`src/rtl/tick_period_meter.sv`:
```
// Measures clock cycles between rising edges of a slow tick input, keeps
// min/max/edge-count statistics and flags a sticky timeout when ticks stop.
module tick_period_meter #(
    parameter int WIDTH          = 32,
    parameter int TIMEOUT_CYCLES = 4000000,
    parameter int SYNC_STAGES    = 2
) (
    input  logic             clock,
    input  logic             reset_n,
    input  logic             tick_in,
    input  logic             clear,
    output logic [WIDTH-1:0] period_out,
    output logic             period_valid,
    output logic [WIDTH-1:0] min_period,
    output logic [WIDTH-1:0] max_period,
    output logic [WIDTH-1:0] edge_count,
    output logic             timeout,
    output logic             measuring
);

    localparam logic [WIDTH-1:0] TO_LIMIT = WIDTH'(TIMEOUT_CYCLES);
    localparam logic [WIDTH-1:0] ONE      = WIDTH'(1);

    typedef enum logic [1:0] {
        IDLE    = 2'd0,
        MEASURE = 2'd1,
        TMO     = 2'd2
    } state_t;

    state_t           state_q, state_d;
    logic [WIDTH-1:0] count_q, count_d;
    logic [WIDTH-1:0] period_q, period_d;
    logic             pv_q, pv_d;
    logic [WIDTH-1:0] min_q, min_d;
    logic [WIDTH-1:0] max_q, max_d;
    logic [WIDTH-1:0] ec_q, ec_d;
    logic             to_q, to_d;
    logic             tick_s;
    logic             tick_s_q;
    logic             edge_det;

    // Synchroniser is skipped entirely when the tick is already in this domain.
    if (SYNC_STAGES == 2) begin : g_sync
        logic [1:0] sync_q;
        always_ff @(posedge clock or negedge reset_n) begin
            if (!reset_n) sync_q <= 2'b00;
            else          sync_q <= {sync_q[0], tick_in};
        end
        assign tick_s = sync_q[1];
    end else begin : g_nosync
        assign tick_s = tick_in;
    end

    always_ff @(posedge clock or negedge reset_n) begin
        if (!reset_n) tick_s_q <= 1'b0;
        else          tick_s_q <= tick_s;
    end

    assign edge_det = tick_s & ~tick_s_q;

    always_ff @(posedge clock or negedge reset_n) begin
        if (!reset_n) begin
            state_q  <= IDLE;
            count_q  <= '0;
            period_q <= '0;
            pv_q     <= 1'b0;
            min_q    <= '1;
            max_q    <= '0;
            ec_q     <= '0;
            to_q     <= 1'b0;
        end else begin
            state_q  <= state_d;
            count_q  <= count_d;
            period_q <= period_d;
            pv_q     <= pv_d;
            min_q    <= min_d;
            max_q    <= max_d;
            ec_q     <= ec_d;
            to_q     <= to_d;
        end
    end

    always_comb begin
        state_d  = state_q;
        count_d  = count_q;
        period_d = period_q;
        pv_d     = 1'b0;
        min_d    = min_q;
        max_d    = max_q;
        ec_d     = ec_q;
        to_d     = to_q;
        // clear beats a coincident edge; period_out deliberately survives it
        if (clear) begin
            state_d = IDLE;
            count_d = '0;
            min_d   = '1;
            max_d   = '0;
            ec_d    = '0;
            to_d    = 1'b0;
        end else begin
            unique case (state_q)
                IDLE, TMO: begin
                    if (edge_det) begin
                        state_d = MEASURE;
                        count_d = ONE;
                        ec_d    = ec_q + ONE;
                    end
                end
                MEASURE: begin
                    if (edge_det) begin
                        period_d = count_q;
                        pv_d     = 1'b1;
                        if (count_q < min_q) min_d = count_q;
                        if (count_q > max_q) max_d = count_q;
                        ec_d     = ec_q + ONE;
                        count_d  = ONE;
                    end else if (count_q == TO_LIMIT) begin
                        state_d = TMO;
                        to_d    = 1'b1;
                    end else begin
                        count_d = count_q + ONE;
                    end
                end
                default: state_d = IDLE;
            endcase
        end
    end

    assign period_out   = period_q;
    assign period_valid = pv_q;
    assign min_period   = min_q;
    assign max_period   = max_q;
    assign edge_count   = ec_q;
    assign timeout      = to_q;
    assign measuring    = (state_q == MEASURE);

endmodule
```
`config.mk`:
```
export PLATFORM = sky130hd
export DESIGN_NAME = tick_period_meter
export DESIGN_NICKNAME = d
export VERILOG_FILES = /design/src/rtl/tick_period_meter.sv
export SDC_FILE = /design/constraint.sdc
export NUM_CORES = 1
export LEC_CHECK = 0
export ABC_CLOCK_PERIOD_IN_PS = 3300
export CORE_MARGIN = 2
export CORE_UTILIZATION = 45
export CTS_CLUSTER_SIZE = 40
export DETAILED_ROUTE_END_ITERATION = 7
export PLACE_DENSITY_LB_ADDON = 0.1
export SETUP_SLACK_MARGIN = 0.4
export SLEW_MARGIN = 20
export SYNTH_ARGS = -nofsm -noshare
export SYNTH_HDL_FRONTEND = slang
export SYNTH_SLANG_ARGS = --single-unit
```
`constraint.sdc`:
```
create_clock -name clock -period 3.3 [get_ports clock]
set_clock_uncertainty 0.05 [all_clocks]
set_input_delay 0.495 -clock clock [delete_from_list [all_inputs] [get_ports clock]]
set_output_delay 0.495 -clock clock [all_outputs]
set_load 0.01 [all_outputs]
```
### Word level (Yosys, flattened, before mapping)

Cells that the tools add are included.

* output and inout port bits: 131
* bits in registers: 167

* add/sub/neg operators: 2
* bitwise logic cells: 3
* mux-type cells: 28
* order comparisons: 2
* equality and inequality tests: 8
* reduce and logical (&&, ||, !) cells: 17

Operators with widths (count)
* $mux 32: 15
* $add 32x1->32 const B: 2
* $pmux 32 s2: 1
* $eq 32x22->1 const B: 1
* $gt 32x32->1: 1
* $lt 32x32->1: 1
* $reduce_and 3->1: 6
* $reduce_bool 2->1: 6
* $mux 2: 4
* $mux 1: 7
* $ne 3x3->1 const B: 2
* $ne 4x4->1 const B: 1
* $pmux 2 s2: 1
* $ne 3x2->1 const B: 1
* $reduce_bool 3->1: 1
* $reduce_or 3->1: 1
* $eq 2x1->1 const B: 1
* $eq 2x2->1 const B: 1
* $logic_not 2->1: 1
* $ne 2x2->1 const B: 1
* $not 1->1: 2
* $reduce_and 2->1: 1
* $reduce_or 2->1: 1
* $and 1x1->1: 1

### Logic depth before layout (Yosys ltp)

Gate-level depths: netlist of run 1.

* depth after elaboration: 5
* gate-level depth with buffers: 10
* depth with buffers taken out: 8

### Least setup slack after synthesis of run 1

Ideal clock, no wire load.

* path kind: register -> register
* from: register min_q[15], in the netlist min_period[15]
* to: register min_q[10], in the netlist min_period[10]
* path slack: 0.803 ns
* stages on the path, launching flop included: 11
* arrival time: 2.347 ns
* path buffers: 2
* clock period less this slack: 2.497 ns
* cell sequence: dfstp_2 > inv_1 > ha_1 > nand4_1 > nor3_1 > o2111ai_1 > a31oi_1 > or2_0 > clkbuf_1 > clkbuf_1 > o211ai_1

* longest elaborated chain between the ends: 3

RTL lines
* from (decl): RTL line 34 `logic [WIDTH-1:0] min_q, min_d;`
* from (signal assigned): RTL line 76 `min_q <= min_d;`
* $lt 32x32->1: RTL line 113 `if (count_q < min_q) min_d = count_q;`
* $reduce_bool 2->1 (no line)
* $reduce_and 3->1 (no line)

Every way passes these cells.
A chain may end at the register's enable or synchronous reset.

### Worst setup path in the final report of run 1

* from: register min_q[15], in the netlist min_period[15]
* to: register min_q[22], in the netlist min_period[22]

The elaborated chain is that of the path after synthesis.

==> qor.csv, run 1 <==
metric;value;unit
start_util;45.7;%
ff_latch_area;4220;µm²
cap_violations;0;
synth_seq_area_share;45.8;%
grt_first_pass_wirelength;39200;µm
grt_max_degree;101;
clk_pin_slew;0.07;ns
die_w;147;µm
vias;7298;
max_slew_margin;59.7;%
grt_use_total;23.0;%
dp_slack;0.371;ns
max_freq;358;MHz
dp_hpwl;16500;µm
cts_sinks;167;
slew_viol_final;0;
die_area;21600;µm²
layout_setup_ws;0.510;ns
finalSetupViolations;0;
cts_setup_buffers;0;
synth_cell_types;60;
boundaryPins;135;
rsz0062_at_grt;false;
dpl_cell_area;11000;µm²
die_y;147;µm
fin_tns_setup;0;ns
multiInputGateArea;4420;µm²
power;0.00448;W
worstMarginPinSlew;0.600;ns
fin_crit_sh;84.6;%
syn_nets;1017;
cp-end-kind;flip-flop;
dr.pass1.iters;5;
antenna_found_initial;0;
async_flop_share;100;%
irDropWorstVdd;0.360;mV
num-fill-cells;1798;
syn-cell-area;9210;µm²
setup.worst_path.start_class;flip-flop;
avgSynthCellArea;9.73;µm²
post-route-min-period;2.79;ns
drive_gt1_share;12.8;%
grt_pass1_vias;7126;
initialDrtViolationCount;469;
leakagePower;5.14;nW
hold_violations;0;
wl;24100;µm
fin_hold_ws;0.301;ns
ant_nets;0;
htree_num_levels;4;
design.core.area;20200;µm²
final_area;11600;µm²
yosys_warnings;0;
cp_data_arrival_time;3.10;ns
wl_per_cell;17.7;µm
crit_required;3.60;ns
clock_latency;0.43;ns
antenna_cells;0;
fin_nets;1147;
crit_path_max_fanout;23;
status;finished clean;
cts_buffer_depth;2;
cts_tree;yes;
row_count;52;
syn_inst;947;
cts_buffers;17;
cts_root_buf;clkbuf_16;
grt_overflow;0;
syn2layout_area_growth;25.9;%
io_buffers;134;
synth_flop_cell;dfrtp_1;
place_congestion;0.814;
ys_ff_latch;167;
worstHoldPathType;reg -> reg;
critPathKind;reg -> reg;
drc;0;
power_density;387;nW/µm²
avgViaCountPerCell;5.37;
synth-edff-count;0;
==> cells in the final DEF (no fill, tap or decap), drive strengths merged, types with 2 or more instances in the layout <==
| master | count |
|---|---|
| mux2i | 32 |
| or2 | 3 |
| inv | 109 |
| clkbuf | 20 |
| o211ai | 34 |
| a211oi | 4 |
| nor3 | 25 |
| dfrtp | 135 |
| and4 | 6 |
| bufinv | 3 |
| and2 | 3 |
| nor4b | 3 |
| and3 | 12 |
| or3 | 10 |
| nor2 | 60 |
| mux2 | 32 |
| nand3 | 16 |
| a21oi | 32 |
| nand4 | 23 |
| or4 | 3 |
| nor2b | 2 |
| clkinv | 4 |
| nand2 | 103 |
| clkdlybuf4s50 | 133 |
| ha | 66 |
| xnor2 | 41 |
| buf | 28 |
| dfstp | 32 |
| nand2b | 3 |
| a21o | 6 |
| a31oi | 4 |
| o21ai | 52 |
| o31ai | 2 |
| o21a | 3 |
| nor3b | 4 |
| nor4 | 17 |
| xor2 | 8 |
==> state kept, by name, summed over array words and instances (netlist names) <==
signal / count
count_q: 32
edge_count: 32
max_period: 32
min_period: 32
period_out: 32
g_sync.sync_q: 2
state_q: 2
period_valid: 1
tick_s_q: 1
timeout: 1
==> cell type report <==
cell class / count / area share, %
Multi-Input combinational cell: 624 / 38.1
Sequential cell: 167 / 36.4
Timing Repair Buffer: 162 / 13.8
Clock buffer: 20 / 3.94
Inverter: 105 / 3.40
Tap cell: 270 / 2.91
Clock inverter: 12 / 1.41
==> critical path, cell delays in order, from the launching register on <==
cell	delay [ns]
dfstp_2	0.55
inv_1	0.05
ha_1	0.31
nand4_1	0.20
nor3_1	0.45
o2111ai_1	0.24
a31oi_2	0.28
buf_4	0.32
o21ai_0	0.13
o211ai_1	0.11
==> cells in the mapped netlist (32+ instances only) <==
master | n | share of area, %
o21ai_0 | 51 | 2.8
nand2_1 | 103 | 4.2
nor2_1 | 60 | 2.4
dfrtp_1 | 135 | 37
xnor2_1 | 41 | 3.9
a21oi_1 | 32 | 1.7
clkbuf_1 | 40 | 1.6
ha_1 | 66 | 9.0
inv_1 | 105 | 4.3
mux2_2 | 32 | 3.9
mux2i_1 | 32 | 3.5
dfstp_2 | 32 | 9.1
o211ai_1 | 34 | 2.8
==> routing by layer <==
layer	GRT usage [%]	wire length, µm	share of wire, %
met5	0	0	0
met4	6.30	363	1.5
met3	3.70	1050	4.3
met2	37.1	11600	48
met1	32.2	11100	46
==> kinds of logic after synthesis <==
kind of cell,synth area share (%)
xor gates and xnor gates,4.66
buffers and inverters,6.64
DFF,45.8
muxes,7.39
adders and majority gates,8.96
AOI/OAI and AO/OA,10.2
and+or+nand+nor,16.3
==> worst paths after layout <==
path                                            startpoint                          to  slack, ns  cells after the start
max in group asynchronous                          reset_n   min_period[4]$_DFFE_PN1P_       1.84                      3
worst max register to register  min_period[15]$_DFFE_PN1P_  min_period[22]$_DFFE_PN1P_       0.51                      9
worst min register to register  g_sync.sync_q[0]$_DFF_PN0_  g_sync.sync_q[1]$_DFF_PN0_       0.30                      0
worst max-delay path            min_period[15]$_DFFE_PN1P_  min_period[22]$_DFFE_PN1P_       0.51                      9
min in group asynchronous                          reset_n   period_out[8]$_DFFE_PN0P_       0.53                      2
worst min-delay path            g_sync.sync_q[0]$_DFF_PN0_  g_sync.sync_q[1]$_DFF_PN0_       0.30                      0
==> what timing repair did <==
item	4_1_cts	5_1_grt
endpoints found under the setup margin	19	17
hold buffers	1	0
endpoints found under the hold margin	27	0
gates cloned	0	0
resized for setup	1	1
==> stage by stage <==
| stage | utilization, % | cells |
|---|---|---|
| after global routing | 57.5 | 1360 |
| after floorplan | - | 947 |
| after CTS | 57.5 | 1360 |
| final | 57.5 | 1360 |
| after global placement | 54.3 | 1327 |
| after detailed placement | 54.3 | 1327 |
==> power breakdown <==
group | internal (W) | switching (W) | total, W | leakage [nW]
registers | 0.00208 | 0.0000259 | 0.00211 | 2.21
logic | 0.0000909 | 0.000155 | 0.000246 | 2.63
clock network | 0.00124 | 0.000885 | 0.00213 | 0.302
total | 0.00342 | 0.00107 | 0.00448 | 5.14
Note: power is estimated with default switching activity, not from simulation.
==> inputs of run 2 (changes only) <==
- ABC_CLOCK_PERIOD_IN_PS: 3300 -> 2900
- clock period: 3.3 -> 2.9 ns (I/O delays scaled with it)
==> run 2 against run 1 <==
Register-to-register slack worse by 0.12 ns. Critical endpoint is now max_period[31]$_DFFE_PN0P_. Clock-buffer cell count rose by 1. Highest routed layer unchanged. Setup slack got worse by 0.12 ns. Non-clock buffer count is 51 higher. Fmax increased by 11%.
==> qor.csv, run 2 (synthesis gave the netlist of run 1 again) <==
metric;value;unit;change
seqPwrFrac;50.2;%;was 47.0%
critPathKind;reg -> reg;;unchanged
row_count;52;;unchanged
cp_cell_sequence;ha_1 -> nand4_1 -> nor4_2 -> buf_4 -> a21boi_4 -> a211oi_4 -> o21ai_4 -> buf_12 -> clkbuf_16 -> mux2i_1;;was inv_1 -> ha_1 -> nand4_1 -> nor3_1 -> o2111ai_1 -> a31oi_2 -> buf_4 -> o21ai_0 -> o211ai_1
crit_path_end;max_period[31]$_DFFE_PN0P_;;was min_period[22]$_DFFE_PN1P_
initialDrtViolationCount;432;;was 469
drive_gt1_share;20.4;%;was 12.8%
placed_cells;1343;;was 1,327
drc;0;;unchanged
cts_root_buf;clkbuf_16;;unchanged
die_area;21600;µm²;unchanged
avgViaCountPerCell;5.35;;was 5.37
max_slew_margin;51.1;%;was 59.7%
clkPwrFrac;43.5;%;was 47.5%
slew_viol_final;0;;unchanged
pwr-share-comb;6.2;%;was 5.5%
path_buf_inv;3;;was 2
route.met3.wl;1210;µm;was 1050 µm
grt_use_total;23.4;%;was 23.0%
die_y;147;µm;unchanged
cts_sinks;167;;unchanged
design.core.area;20200;µm²;unchanged
wl_met1;11600;µm;was 11,100 µm
crit_path_max_fanout;6;;was 23
setup.worst_path.start_class;flip-flop;;unchanged
io_buffers;134;;unchanged
finalSetupViolations;0;;unchanged
boundaryPins;135;;unchanged
power_density;392;nW/µm²;was 387 nW/µm²
crit_required;3.20;ns;was 3.60 ns
hold_violations;0;;unchanged
layout.cells.non_filler;1410;;was 1,360
syn2layout_area_growth;32.4;%;was 25.9%
cts_tree;yes;;unchanged
grt_overflow;0;;unchanged
met2_length;11800;µm;was 11,600 µm
dp_hpwl;16900;µm;was 16,500 µm
grt_pass1_vias;7293;;was 7,126
highest_layer;met4;;unchanged
swShare;24.6;%;was 23.8%
irDropWorstVdd;0.401;mV;was 0.360 mV
worstMarginPinSlew;0.734;ns;was 0.600 ns
antenna_found_initial;0;;unchanged
antenna_cells;0;;unchanged
slowest_stage;dfrtp_2;;was dfstp_2
path_depth;10;;was 9
fin_nets;1198;;was 1,147
leakagePower;5.40;nW;was 5.14 nW
cp_data_arrival_time;2.81;ns;was 3.10 ns
start_util;45.7;%;unchanged
r2r_end;max_period[31]$_DFFE_PN0P_;;was min_period[22]$_DFFE_PN1P_
status;finished clean;;unchanged
worstHoldPathType;in -> async;;was reg -> reg
ant_nets;0;;unchanged
post-route-min-period;2.51;ns;was 2.79 ns
r2r_cells;10;;was 9
r2r_start;count_q[13]$_DFFE_PN0P_;;was min_period[15]$_DFFE_PN1P_
fin_crit_sh;86.6;%;was 84.6%
crit_start;count_q[13]$_DFFE_PN0P_;;was min_period[15]$_DFFE_PN1P_
clock_latency;0.43;ns;about the same
max_stage_delay;0.45;ns;was 0.55 ns
cts_buffers;17;;unchanged
cp-end-kind;flip-flop;;unchanged
r2r_setup_slack;0.39;ns;was 0.51 ns
place_congestion;0.797;;was 0.814
clk_pin_slew;0.07;ns;about the same
wl_per_cell;17.8;µm;was 17.7 µm
rsz0062_at_grt;true;;was false
critPathTopFamily;compound AO/OA/AOI/OAI gates;;unchanged
wl;25000;µm;was 24,100 µm
max_freq;398;MHz;was 358 MHz
p_switching;0.00117;W;was 0.00107 W
mostFrequentLayoutCell;clkdlybuf4s50_1;;was dfrtp_1
p_int;0.00360;W;was 0.00342 W
htree_num_levels;4;;unchanged
cts_buffer_depth;2;;unchanged
die_w;147;µm;unchanged
num-fill-cells;1779;;was 1,798
cap_violations;0;;unchanged
grt_max_degree;101;;unchanged
vias;7544;;was 7,298
grt_first_pass_wirelength;39900;µm;was 39,200 µm
dr.pass1.iters;5;;unchanged
fin_tns_setup;0;ns;unchanged
layout_common_cells;133 x clkdlybuf4s50_1, 114 x dfrtp_1, 103 x nand2_1;;was 135 x dfrtp_1, 133 x clkdlybuf4s50_1, 104 x inv_1
[run 2: metal layers]
layer | vias to the layer above | GRT usage (%)
met1 | 3688 | 33.1
met5 | - | 0
met2 | 200 | 36.7
met4 | 0 | 7.40
li1 | 3629 | -
met3 | 27 | 4.29
[run 2: power by group through the flow]
stage / registers, W / logic, W / clock network [W]
after CTS: 0.00240 / 0.000299 / 0.00213
after global placement: 0.00244 / 0.000289 / 0
after floorplan: 0.00244 / 0.000123 / 0
after detailed placement: 0.00244 / 0.000293 / 0
after global routing: 0.00240 / 0.000330 / 0.00224
final: 0.00240 / 0.000298 / 0.00208
[run 2: area by class of cell]
| type | instances | area [µm²] | share of cell area (%) |
|---|---|---|---|
| repair buffers | 213 | 2130 | 17.4 |
| inverters | 105 | 394 | 3.23 |
| clock inverters | 10 | 76.3 | 0.626 |
| clock buffers | 21 | 450 | 3.69 |
| flip-flops and latches | 167 | 4250 | 34.8 |
| multi-input cells | 624 | 4560 | 37.4 |
| well taps | 270 | 338 | 2.77 |
[run 2: per-stage QoR]
stage               util [%]  power (W)  cell area [µm²]  hold WS [ns]  setup WS (ns)
finish                  60.5    0.00477            12200       0.00122          0.388
floorplan                  -    0.00257             9210        0.0894          0.403
detailed placement      55.0    0.00273            11100         0.290         0.0998
global route            60.5    0.00497            12200        0.0418          0.304
global placement        55.0    0.00273            11100         0.289          0.148
CTS                     58.7    0.00483            11800       0.00967          0.365
[run 2: worst min path at each step]
| stage | start | to | slack (ns) | cells past startpoint |
|---|---|---|---|---|
| 2_1_floorplan | reset_n | count_q[0]$_DFFE_PN0P_ | 0.09 | 0 |
| 3_3_place_gp | g_sync.sync_q[0]$_DFF_PN0_ | g_sync.sync_q[1]$_DFF_PN0_ | 0.29 | 0 |
| 3_5_place_dp | g_sync.sync_q[0]$_DFF_PN0_ | g_sync.sync_q[1]$_DFF_PN0_ | 0.29 | 0 |
| 4_1_cts | reset_n | max_period[15]$_DFFE_PN0P_ | 0.01 | 1 |
| 5_1_grt | reset_n | max_period[15]$_DFFE_PN0P_ | 0.04 | 1 |
| 6_report | reset_n | max_period[2]$_DFFE_PN0P_ | 0.001 | 1 |
[run 2: timing repair]
item / CTS / global route
pin swaps: 5 / 10
buffers inserted: 14 / 19
endpoints found under the setup margin: 47 / 65
hold buffers: 0 / 0
gates resized for setup: 29 / 36
gates cloned: 1 / 2
==> inputs of run 3 (changes only) <==
- SKIP_LAST_GASP: not set -> 1
==> results of run 3 <==
The final DEF is identical to that of run 2; final timing and power are the same.
==> RTL edit 1 (flow settings as in run 1) <==
The 3 states of `state_t` get a one-hot encoding in 3 bits.
--- a/src/rtl/tick_period_meter.sv
+++ b/src/rtl/tick_period_meter.sv
@@ -21,10 +21,10 @@
     localparam logic [WIDTH-1:0] TO_LIMIT = WIDTH'(TIMEOUT_CYCLES);
     localparam logic [WIDTH-1:0] ONE      = WIDTH'(1);
 
-    typedef enum logic [1:0] {
-        IDLE    = 2'd0,
-        MEASURE = 2'd1,
-        TMO     = 2'd2
+    typedef enum logic [2:0] {
+        IDLE    = 3'b001,
+        MEASURE = 3'b010,
+        TMO     = 3'b100
     } state_t;
 
     state_t           state_q, state_d;
Check against the original RTL: no difference found for any inputs over 4 cycles, from zero or initial values and one cycle with reset_n low; so few cycles prove little.
==> RTL edit 1 against run 1 <==
- via count fell by 4.0%
- sequential cell count rose by 1
- routed wire length fell by 6.3%
- fmax rose by 1.7%
- worst hold slack got worse by 0.31 ns
- worst setup slack improved by 0.047 ns
- the run now ends with negative hold slack left
- critical path type unchanged
- design area fell by 3.2%
- area after synthesis fell by 2.8%
- total power fell by 7.8%
==> RTL edit 1: results (changes against run 1) <==
signal buffers share of area 0.138 (-0.000176); GRT Util Overall 0.215 (-0.0140); post-synth cell types 51 (-15%); Slew headroom 0.514 (-0.0833); inverter count 76 (-28%); final core occ 0.577 (+0.00211); Clock-cell share 0.0502 (-0.00327); overall routed net length 22600 µm (-6.3%); final-report hold violation count 9 (+9); crit-path max FO 20 (-13%); sequential share of cell area 0.378 (+0.0142); Nets 1127 (-1.7%); Resize count post-CTS 0 (-1); Post-DP HPWL 15700 µm (-5.0%); first-pass GRT wire length 36400 µm (-7.2%); top post-synthesis cells by area dfrtp_1 38%, dfstp_2 9.7%, ha_1 9.2%; die width 145 µm (-1.4%); Via-to-Cell Ratio 5.25 (-2.2%); Inst Count DP 1302 (-1.9%); pin count of the biggest net entering global routing 71 (-30%); flip-flop and latch count 168 (+0.60%); multi-input gate share of total cell area 0.379 (-0.00253); global placer's final weighted congestion 0.811 (-0.39%); Post-synth top cells 135 x dfrtp_1, 113 x nand2_1, 75 x inv_1, 74 x nor2_1, 66 x ha_1; Leakage 0.00532 µW (+3.4%); CP max-delay cell dfrtp_1; failing checks negative hold slack; Worst VDD drop 0.000337 V (-6.2%); Non-clock buffers 157 (-3.1%); FILL cells 1736 (-3.4%); DP Area 0.0106 mm² (-2.9%); initial drt markers 463 (-1.3%); Worst Hold Class input port to async pin; Hold WS -0.00701 ns (-0.308 ns); multi-input gates 637 (+2.1%); Mapped Cells 927 (-2.1%); DP Worst Slack 0.550 ns (+0.179 ns); status finished with violations; Arr. time, crit path 3.04 ns (-0.06 ns); Post-Synthesis Net Count 997 (-2.0%); CLK BUF 23 (+15%); WL per Instance 16.9 µm (-4.6%); vias in the first global route 6647 (-6.7%); layout cell share with drive strength beyond 1 0.123 (-0.00416); register area share after synthesis 0.474 (+0.0162)
## RTL edit 1: changes by cell type in the layout (fill, tap and decap cells not counted), moves of 5 or more
| cell | change |
|---|---|
| a21o_1 | -5 |
| nor3_1 | -10 |
| o211ai_1 | -31 |
| o21ai_0 | +9 |
| mux2_2 | -5 |
| xnor2_1 | -25 |
| xor2_1 | +29 |
| nor2_1 | +15 |
| a21oi_1 | +28 |
| nor4_1 | -5 |
| nand3_1 | +12 |
| nand2_1 | +9 |
| inv_1 | -29 |
| nor4_4 | -5 |
## RTL edit 1: final timing paths
kind / startpoint / to / slack, ns
max: count_q[19] / max_period[23] / 0.56
min: reset_n / period_valid / -0.007
min in group clock: g_sync.sync_q[0] / g_sync.sync_q[1] / 0.30
max in group asynchronous: reset_n / min_period[18] / 2.32
min reg2reg: g_sync.sync_q[0] / g_sync.sync_q[1] / 0.30
max reg2reg: count_q[19] / max_period[23] / 0.56
## RTL edit 1: per-layer routing
metal  share of wire  GRT usage  up-vias
li1                -          -     3424
met1            0.49      0.317     3440
met2            0.46      0.333      128
met3           0.038     0.0406       16
met4          0.0080     0.0446        0
met5               0          0        -
## RTL edit 1: kinds of logic after synthesis
family                   count (synthesis)  synth area share
XOR/XNOR                                53            0.0519
buffers and inverters                  122            0.0527
AO/OA/AOI/OAI                          144            0.0882
multiplexers                            60            0.0709
flip-flops                             168             0.474
AND/OR/NAND/NOR                        314             0.170
adder cells (fa/ha/maj)                 66            0.0922
## RTL edit 1: power breakdown
part	internal [µW]	leakage [µW]	switching (µW)	total, µW
logic	39.2	0.00282	116	155
registers	2070	0.00223	6.56	2080
clock network	1070	0.000268	835	1900
==> RTL edit 2 (config.mk and constraints of run 1) <==
Without the edit above. Change the parameter `WIDTH` from 32 to 28.
--- a/src/rtl/tick_period_meter.sv
+++ b/src/rtl/tick_period_meter.sv
@@ -1,7 +1,7 @@
 // Measures clock cycles between rising edges of a slow tick input, keeps
 // min/max/edge-count statistics and flags a sticky timeout when ticks stop.
 module tick_period_meter #(
-    parameter int WIDTH          = 32,
+    parameter int WIDTH          = 28,
     parameter int TIMEOUT_CYCLES = 4000000,
     parameter int SYNC_STAGES    = 2
 ) (
Ports: changed (resized edge_count, max_period, min_period and period_out); port bits go from 135 to 119. No check against the original RTL was run, so the function may have changed too.
==> RTL edit 2 against run 1 <==
- utilization down 0.44 points
- largest power group unchanged
- worst setup slack better by 0.084 ns
- critical path depth down 1
- worst hold slack worse by 0.19 ns
- sequential share of layout area up 0.10 points
- clock power down 8%
- sequential cell count down 20
- area after synthesis down 12%
- routed wire length down 14%
- sequential power down 12%
- design area down 12%
- via count down 12%
- total power down 8.9%
==> RTL edit 2: results (changes against run 1) <==
status complete, no violations; met2 usage 0.384 (+0.0131); Hold WS 0.107 ns (-0.194 ns); Slew headroom 0.450 (-0.147); R2R depth 8 (-1); global placer's final weighted congestion 0.833 (+2.3%); crit-path max FO 11 (-52%); Worst Hold Class input port to async pin; top post-synthesis cells by area dfrtp_1 37%, dfstp_2 9.0%, ha_1 8.9%; layout cell share with drive strength beyond 1 0.140 (+0.0126); RR Endpoint min_period[11]; Buffers on Ports 118 (-12%); overall routed net length 20800 µm (-14%); metal2 WL 10400 µm (-11%); first-pass GRT wire length 34800 µm (-11%); combinational share of power 0.061 (+0.006); DP Worst Slack 0.604 ns (+0.233 ns); register area share after synthesis 0.456 (-0.00211); diodes inserted 0 (unchanged); initial drt markers 347 (-26%); Non-Filler Instances 1164 (-14%); vias in the first global route 6621 (-7.1%); Leakage 0.00473 µW (-8.1%); Worst VDD drop 0.000345 V (-4.0%); net switching power 936 µW (-12%); Resize count post-CTS 0 (-1); grt met1 use 0.292 (-0.0304); Post-DP HPWL 14500 µm (-12%); Final Cycle Share 0.820 (-0.0255); post-synth cell types 59 (-1.7%); Nets 984 (-14%); CP max-delay cell dfrtp_1; share of synthesized registers carrying an async set or reset 1.00 (unchanged); DR WL met3 788 µm (-25%); root buffer cell clkbuf_16; Total Power 4080 µW (-8.9%); Clk network pwr share 0.483 (+0.008); worst reg2reg setup slack 0.59 ns (+0.08 ns); r2r startpoint count_q[13]; WL met1 9380 µm (-16%); total iterations of the first detailed-routing run 7 (+2); pin count of the biggest net entering global routing 89 (-12%); met3 Use GR 0.0425 (+0.00552); Post-synth top cells 119 x dfrtp_1, 92 x nand2_1, 65 x inv_1, 64 x nor2_1, 58 x ha_1; critical setup path kind register to register; Post-Synthesis Net Count 867 (-15%); Arr. time, crit path 3.01 ns (-0.09 ns); Inst Count DP 1132 (-15%); CP max stage delay 0.59 ns (+0.04 ns); mean area per synthesized cell 10.1 µm² (+4.0%); Via-to-Cell Ratio 5.49 (+2.3%); H-tree Lvls 4 (unchanged); clk sinks 147 (-12%); DP Area 0.00958 mm² (-13%); crit path from count_q[13]; Clock Path Buffers 2 (unchanged); GRT Util Overall 0.224 (-0.00582)
==> RTL edit 2: changes by cell type after synthesis, sizes merged, moves of 11 or more <==
cell	change
buf	+12
nand2	-11
xnor2	-12
dfrtp	-16
o211ai	-32
clkbuf	-20
o21a	+21
inv	-38
nor3	-16
o21ai	-35
a211o	+23
==> RTL edit 2: cells by family after synthesis <==
logic type                 Yosys count  synth area share
DFF                                147             0.456
xor gates and xnor gates            45            0.0484
buffers and inverters              110            0.0584
adders and majority gates           58            0.0891
and+or+nand+nor                    260             0.158
muxes                               57            0.0745
AOI/OAI and AO/OA                  128             0.116
==> RTL edit 2: cell type report <==
type | count | area (µm²)
inverter | 67 | 251
multi-input combinational | 548 | 3960
clock inverter | 12 | 155
tap | 229 | 287
clock buffer | 20 | 447
sequential | 147 | 3710
timing repair buffer | 141 | 1360
fill | 1517 | 7660
